==> config.mk <==
export PLATFORM = sky130hd
export DESIGN_NAME = hms_timer_core
export DESIGN_NICKNAME = d
export VERILOG_FILES = /design/src/rtl/timer_pkg.sv /design/src/rtl/mod_counter.sv /design/src/rtl/hms_timer_core.sv
export SDC_FILE = /design/constraint.sdc
export NUM_CORES = 1
export LEC_CHECK = 0
export ABC_CLOCK_PERIOD_IN_PS = 2740
export CAP_MARGIN = 25
export CORE_MARGIN = 2
export CORE_UTILIZATION = 50
export DETAILED_ROUTE_END_ITERATION = 6
export PLACE_DENSITY = 0.74
export SLEW_MARGIN = 40
export SYNTH_ARGS = -nofsm -noshare
export SYNTH_HDL_FRONTEND = slang
export SYNTH_SLANG_ARGS = --single-unit
==> constraint.sdc <==
create_clock -name clk -period 2.74 [get_ports clk]
set_input_delay 0.685 -clock clk [delete_from_list [all_inputs] [get_ports clk]]
set_output_delay 0.685 -clock clk [all_outputs]
set_load 0.1 [all_outputs]
==> src/rtl/timer_pkg.sv <==
// Shared definitions for the hours:minutes:seconds timer: default moduli,
// field widths and the packed time record used by the display/alarm stages.
package timer_pkg;

  localparam int DEF_SEC_MOD = 60;
  localparam int DEF_MIN_MOD = 60;
  localparam int DEF_HR_MOD  = 24;

  // Width needed to hold 0..m-1; never below one bit.
  function automatic int field_w(input int m);
    return (m < 2) ? 1 : $clog2(m);
  endfunction

  localparam int SEC_W = field_w(DEF_SEC_MOD);
  localparam int MIN_W = field_w(DEF_MIN_MOD);
  localparam int HR_W  = field_w(DEF_HR_MOD);

  typedef struct packed {
    logic [HR_W-1:0]  hr;
    logic [MIN_W-1:0] min;
    logic [SEC_W-1:0] sec;
  } hms_t;

endpackage

==> src/rtl/mod_counter.sv <==
// One time field: modulo-MOD up/down counter with clear, load and a
// combinational carry that enables the next field in the cascade.
module mod_counter
  import timer_pkg::*;
#(
  parameter  int MOD = 60,
  localparam int W   = field_w(MOD)
) (
  input  logic         clk,
  input  logic         rst_n,
  input  logic         en,
  input  logic         dn,
  input  logic         ld,
  input  logic [W-1:0] ld_val,
  input  logic         clr,
  output logic [W-1:0] value,
  output logic         carry
);

  localparam logic [W-1:0] MAXV = W'(MOD - 1);

  logic [W-1:0] value_q, value_d;
  logic         at_max, at_min;

  assign at_max = (value_q == MAXV);
  assign at_min = (value_q == '0);

  always_comb begin
    value_d = value_q;
    if (clr) begin
      value_d = '0;
    end else if (ld) begin
      value_d = ld_val;
    end else if (en) begin
      if (dn) value_d = at_min ? MAXV : value_q - W'(1);
      else    value_d = at_max ? '0   : value_q + W'(1);
    end
  end

  always_ff @(posedge clk or negedge rst_n) begin
    if (!rst_n) value_q <= '0;
    else        value_q <= value_d;
  end

  // Carry means wrap when counting up, borrow when counting down.
  assign carry = en & (dn ? at_min : at_max);
  assign value = value_q;

endmodule

==> src/rtl/hms_timer_core.sv <==
// Hours:minutes:seconds timer: prescaled seconds tick, cascaded field counters,
// run/pause control, validated load and down-count expiry detection.
module hms_timer_core
  import timer_pkg::*;
#(
  parameter  int TICK_DIV = 50_000_000,
  parameter  int SEC_MOD  = DEF_SEC_MOD,
  parameter  int MIN_MOD  = DEF_MIN_MOD,
  parameter  int HR_MOD   = DEF_HR_MOD,
  localparam int SW       = field_w(SEC_MOD),
  localparam int MW       = field_w(MIN_MOD),
  localparam int HW       = field_w(HR_MOD),
  localparam int PW       = field_w(TICK_DIV)
) (
  input  logic          clk,
  input  logic          rst_n,
  input  logic          start,
  input  logic          stop,
  input  logic          clear,
  input  logic          count_down,
  input  logic          load,
  input  logic [HW-1:0] ld_hr,
  input  logic [MW-1:0] ld_min,
  input  logic [SW-1:0] ld_sec,
  output logic [HW-1:0] hr,
  output logic [MW-1:0] min,
  output logic [SW-1:0] sec,
  output logic          sec_pulse,
  output logic          min_pulse,
  output logic          hr_pulse,
  output logic          rollover,
  output logic          expired,
  output logic          load_err,
  output logic          running
);

  logic [PW-1:0] presc_q, presc_d;
  logic          running_q, running_d;
  logic          sec_pulse_q, min_pulse_q, hr_pulse_q;
  logic          rollover_q, expired_q, load_err_q;

  logic load_ok, load_acc, load_rej;
  logic advance, at_wrap, tick, all_zero, exp_hit, en_sec;
  logic sec_carry, min_carry, hr_carry;

  assign load_ok  = (int'(ld_sec) < SEC_MOD) && (int'(ld_min) < MIN_MOD) &&
                    (int'(ld_hr) < HR_MOD);
  assign load_acc = load & ~clear & load_ok;
  assign load_rej = load & ~clear & ~load_ok;

  // A stop in the same cycle freezes the prescaler where it is, so a later
  // start resumes the partial second rather than restarting it.
  assign advance  = running_q & ~stop;
  assign at_wrap  = (presc_q == PW'(TICK_DIV - 1));
  assign tick     = advance & at_wrap & ~clear & ~load_acc;

  assign all_zero = (sec == '0) && (min == '0) && (hr == '0);
  assign exp_hit  = tick & count_down & all_zero;
  assign en_sec   = tick & ~exp_hit;

  always_comb begin
    presc_d = presc_q;
    if (clear || load_acc)  presc_d = '0;
    else if (advance)       presc_d = at_wrap ? '0 : presc_q + PW'(1);
  end

  assign running_d = ~stop & ~exp_hit & (running_q | start);

  mod_counter #(.MOD(SEC_MOD)) u_sec (
    .clk(clk), .rst_n(rst_n), .en(en_sec), .dn(count_down), .ld(load_acc),
    .ld_val(ld_sec), .clr(clear), .value(sec), .carry(sec_carry)
  );

  mod_counter #(.MOD(MIN_MOD)) u_min (
    .clk(clk), .rst_n(rst_n), .en(sec_carry), .dn(count_down), .ld(load_acc),
    .ld_val(ld_min), .clr(clear), .value(min), .carry(min_carry)
  );

  mod_counter #(.MOD(HR_MOD)) u_hr (
    .clk(clk), .rst_n(rst_n), .en(min_carry), .dn(count_down), .ld(load_acc),
    .ld_val(ld_hr), .clr(clear), .value(hr), .carry(hr_carry)
  );

  always_ff @(posedge clk or negedge rst_n) begin
    if (!rst_n) begin
      presc_q     <= '0;
      running_q   <= 1'b0;
      sec_pulse_q <= 1'b0;
      min_pulse_q <= 1'b0;
      hr_pulse_q  <= 1'b0;
      rollover_q  <= 1'b0;
      expired_q   <= 1'b0;
      load_err_q  <= 1'b0;
    end else begin
      presc_q     <= presc_d;
      running_q   <= running_d;
      sec_pulse_q <= en_sec;
      min_pulse_q <= sec_carry;
      hr_pulse_q  <= min_carry;
      rollover_q  <= hr_carry & ~count_down;
      expired_q   <= exp_hit;
      load_err_q  <= load_rej;
    end
  end

  assign sec_pulse = sec_pulse_q;
  assign min_pulse = min_pulse_q;
  assign hr_pulse  = hr_pulse_q;
  assign rollover  = rollover_q;
  assign expired   = expired_q;
  assign load_err  = load_err_q;
  assign running   = running_q;

endmodule
==> out/qor.csv, run 1 <==
stage,metric,value,unit
run_status,outcome,completed,
clocking,cts_tree,yes,
clocking,cts_made_buffers,5,
synthesis,synth_compound_gate_area_share,20.5,%
synthesis,synth_edf_count,0,
critical_path,critPathCaptureType,flop,
power_and_ir_drop,leakage,0.00183,uW
synthesis,synthXorXnorAreaFrac,6.48,%
critical_path,arrival,2.71,ns
floorplan,initial_core_util,52.3,%
routing,drt_iter0_drc,222,
timing,setup_violations,0,
synthesis,synth.distinct_cells,73,
routing,num_vias,3206,
critical_path,critPathMaxFanout,5,
placement,portBuffers,47,
routing,wire_per_inst,16.7,um
synthesis,synth_flop_cell,dfrtp_1,
routing,wl,8.94,mm
floorplan,core,6460,um^2
clocking,clock-sinks,50,
timing,max_freq,399,MHz
global_route,grt_pass1_wl,14.9,mm
finish,finalNetCount,491,
finish,fillers,566,
finish,final_layout_size_suffix_gt1_share,21.8,%
synthesis,netlist_instances,381,
timing,rsz0062_at_grt,false,
power_and_ir_drop,power_density,551,nW/um^2
routing,first_pass_iters,7,
run,drv_cap,0,
finish,layout_common_cells,"buf_4 (67), dfrtp_1 (48), nor2_1 (47), nand2_1 (40)",
placement,dpl.hpwl,6.76,mm
critical_path,required,2.94,ns
synthesis,synthAdderAreaFrac,3.33,%
global_route,grt_pass1_vias,2995,
timing,relSlewSlack,64.5,%
synthesis,synth_area,3380,um^2
timing,finalHoldViolations,0,
floorplan,die_height,86.2,um
synthesis,postSynthNetCount,414,
synthesis,ys_warn_count,0,
synthesis,synth_seq_area_share,37.1,%
global_route,grt_max_degree,22,
timing,slew_viol_final,0,
min_path,holdCritPathClass,in2async,
power_and_ir_drop,ir_drop,0.383,mV
routing,antenna_left,0,
timing,tightestPinTransition,0.533,ns
global_route,antenna_found_initial,0,
synthesis,ys_seq_elements,50,
timing,clock_skew,0.0120,ns
floorplan,io_pins,48,
global_route,gr-total-overflow,0,
finish,seq_area,1250,um^2
finish,final_common_cell,buf_4,
clocking,clk_latency,0.32,ns
clocking,postCtsSetupRepairBufs,0,
global_route,grt_use_total,25.2,%
floorplan,dieArea,7430,um^2
placement,gp_congestion,0.915,
synthesis,async_flop_share,100,%
synthesis,synth_top_family_by_area,simple AND/OR/NAND/NOR gates,
clocking,cts_hold_buf,0,
synthesis,syn_avg_cell_area,8.86,um^2
critical_path,criticalPathCategory,in2reg,
timing,period_share,91.4,%
finish,n_antenna_cell,0,
clocking,clk_pin_slew,0.10,ns
synthesis,muxShareOfSynthArea,1.63,%
routing,drc_errors,0,
placement,dp_slack,-0.191,ns
finish,fin_cells,536,
floorplan,die_w,86.2,um
timing,min_period,2.50,ns
synthesis,synthSimpleGateAreaFrac,27.4,%
finish,multi_input_area,2010,um^2
finish,area_growth,25.5,%
timing,setup_slack,0.235,ns
clocking,clk_path_buf_depth,2,
placement,post-place-cells,528,
routing,viasPerCell,5.98,
clocking,cts_max_level,2,
critical_path,cp-start-kind,input port,
floorplan,rows,29,
clocking,clock-root-buffer,clkbuf_8,
## final timing paths
kind                              from            end  slack, ns  depth (start not counted)
min                              rst_n    presc_q[11]       0.29                          1
min reg2reg                presc_q[22]    presc_q[22]       0.55                          1
min in group clk           presc_q[22]    presc_q[22]       0.55                          1
max in group asynchronous        rst_n    presc_q[20]       1.84                          2
max reg2reg                 presc_q[0]  u_hr.value[0]       0.34                          7
max                         count_down  u_hr.value[0]       0.24                          7
## power breakdown
group / internal (uW) / switching [uW]
logic: 299 / 618
registers: 780 / 68.9
clock network: 301 / 268
total: 1380 / 955
## state kept, by name, indices dropped and copies added, names as in the netlist
| name | flops |
|---|---|
| expired | 1 |
| hr_pulse | 1 |
| load_err | 1 |
| min_pulse | 1 |
| presc_q | 26 |
| rollover | 1 |
| running | 1 |
| sec_pulse | 1 |
| u_hr.value | 5 |
| u_min.value | 6 |
| u_sec.value | 6 |
## layer usage
layer	up-vias	share of wire, %	track usage (%)	wire length [um]
li1	1553	-	-	-
met1	1527	49	37.4	4410
met2	111	44	39.3	3900
met3	15	5.5	2.86	489
met4	0	1.5	6.96	133
met5	-	0	0	0
## per-stage QoR
step                      cell area (um^2)  total power, uW  hold WS, ns  TNS, ns  utilization (%)
after floorplan                       3380             1500        0.389        0                -
after global placement                4120             1760        0.492   -0.129             63.7
after detailed placement              4120             1770        0.524   -0.538             63.7
after CTS                             4240             2340        0.293        0             65.6
after global routing                  4240             2440        0.309        0             65.6
final                                 4240             2340        0.285        0             65.6
## final cells by class
type	count	area share [%]
multi-input cells	302	47.3
flip-flops and latches	50	29.6
repair buffers	90	17.2
well taps	77	2.27
clock buffers	6	1.95
clock inverters	2	0.915
inverters	9	0.797
## cell families after synthesis
group	after synthesis
AO/OA/AOI/OAI	96
XOR/XNOR	25
adder cells (fa/ha/maj)	9
buffers and inverters	29
flip-flops	50
multiplexers	4
AND/OR/NAND/NOR	168
## critical path: stages
cell,delay (ns)
clkdlybuf4s50_1,0.51
nand3b_1,0.23
o41ai_1,0.37
o221a_2,0.30
a21oi_4,0.08
buf_4,0.18
o41ai_1,0.35
## cell usage after synthesis (3+ instances only)
cell type,number,area [um^2]
nor2_1,48,180
nand3_1,8,40.0
and3_1,6,37.5
xnor2_1,13,114
clkbuf_1,11,41.3
and4_1,5,43.8
o21ai_0,22,110
nor3b_1,6,45.0
a21oi_1,16,80.1
a221oi_1,3,26.3
dfrtp_1,50,1250
ha_1,9,113
nor3_1,12,60.1
a311oi_1,5,43.8
inv_1,9,33.8
buf_2,8,40.0
nor4_1,5,31.3
nand4_1,9,56.3
or3_1,3,18.8
nand2_1,40,150
a22o_1,3,26.3
and2_1,3,18.8
o31ai_1,5,37.5
xor2_1,12,105
nand3b_1,4,30.0
a31oi_1,7,43.8
## repair_timing
action                                 in CTS  in global routing
resized for setup                           0                  1
setup endpoints to repair                   0                  2
endpoints found under the hold margin       0                  0
No activity file was read; power rests on OpenSTA's default activity.
==> inputs of run 2 (changes only) <==
CAP_MARGIN = 40   (was 25)
CTS_CLUSTER_SIZE = 16   (was not set)
==> results of run 2 <==
Final layout, timing and power as in run 1 (identical DEF).
==> RTL edit, RTL diff (settings of run 2) <==
`DEF_SEC_MOD`: 60 -> 120.
--- a/src/rtl/timer_pkg.sv
+++ b/src/rtl/timer_pkg.sv
@@ -2,7 +2,7 @@
 // field widths and the packed time record used by the display/alarm stages.
 package timer_pkg;
 
-  localparam int DEF_SEC_MOD = 60;
+  localparam int DEF_SEC_MOD = 120;
   localparam int DEF_MIN_MOD = 60;
   localparam int DEF_HR_MOD  = 24;
 
Ports: changed (resized ld_sec and sec); port bits go from 48 to 50. No check against the original RTL was run, so the function may have changed too.
==> RTL edit against run 2 <==
  * Clock skew is 0.0027 ns lower
  * Highest routed layer unchanged
  * Fmax is 0.36% lower
  * Core utilization decreased by 2.9 points
  * Critical endpoint is now u_min.value[5]$_DFFE_PN0P_
  * Synthesized cell count rose by 5.8%
  * Routed wire length rose by 0.69%
  * Design area shrank 0.56%
  * Setup slack got worse by 0.0091 ns
  * Synthesized area increased by 1.7%
  * Sequential cell count rose by 1
  * First-iteration DRC count is 21% lower
  * Via count up 4.9%
  * Total power down 1.3%
==> RTL edit: results <==
[global_routing]
grt_usage_pct = 25.4
met2_usage_pct = 42.7
grt_pass1_vias = 3174
met3_usage_pct = 3.70

[power]
switching_share_pct = 43.6
powerSeq_uw = 880
p_sw_uw = 1000
ir_drop_mv = 0.245
pwr-share-comb_pct = 43.0

[setup_path]
endpoint = u_min.value[5]$_DFFE_PN0P_
timing.rr.end = presc_q[25]$_DFFE_PN0P_
max_stage_delay_ns = 0.46

[layout]
layoutNonFillerInstCount = 554
drive_above_1_share_pct = 18.8
fin_nets = 507

[place]
place_area_um2 = 4130
preCtsSetupSlack_ns = -0.0905
numPortBuffers = 49
place.gp.congestion = 0.872
dp_hpwl_um = 6850

[sta]
worst_slew_pin_slew_ns = 0.518
final.period_utilization_pct = 91.7

[route]
first_iter_violations = 176
via_per_inst = 6.07
wl_met3_um = 517
wl_per_cell_um = 16.2

[logic_synthesis]
synth-compound-area-share_pct = 20.4
synth_fa_ha_area_share_pct = 3.28
syn_area_per_cell_um2 = 8.53
yosys-top-cells-area = dfrtp_1, nor2_1, nand2_1
synthXorXnorAreaFrac_pct = 5.35
synth_common_cells = dfrtp_1, nor2_1, nand2_1, a21oi_1
synthMuxAreaShare_pct = 1.27

[status]
outcome = complete, no violations
## RTL edit: cell count changes in the layout (fill, tap and decap cells not counted), sizes merged, moves of 4 or more
cell / before / now
nand3: 8 / 18
buf: 68 / 60
a21oi: 18 / 25
o21ai: 25 / 18
and3: 6 / 12
nor2: 48 / 42
nor2b: 2 / 8
a211oi: 1 / 6
nor3b: 7 / 3
## RTL edit: logic make-up (layout without fill, tap and decap cells)
family | count (synthesis) | in the layout
adders and majority gates | 9 | 9
xor gates and xnor gates | 21 | 21
DFF | 51 | 51
AOI/OAI and AO/OA | 102 | 102
muxes | 4 | 4
buffers and inverters | 31 | 102
and+or+nand+nor | 185 | 185
## RTL edit: cell type report
type / count / area (µm²)
Sequential cell: 51 / 1280
Inverter: 11 / 41.3
Tap cell: 80 / 100
Clock inverter: 1 / 5.00
Multi-Input combinational cell: 321 / 2030
Clock buffer: 7 / 76.3
Timing Repair Buffer: 83 / 678
Fill cell: 591 / 2500
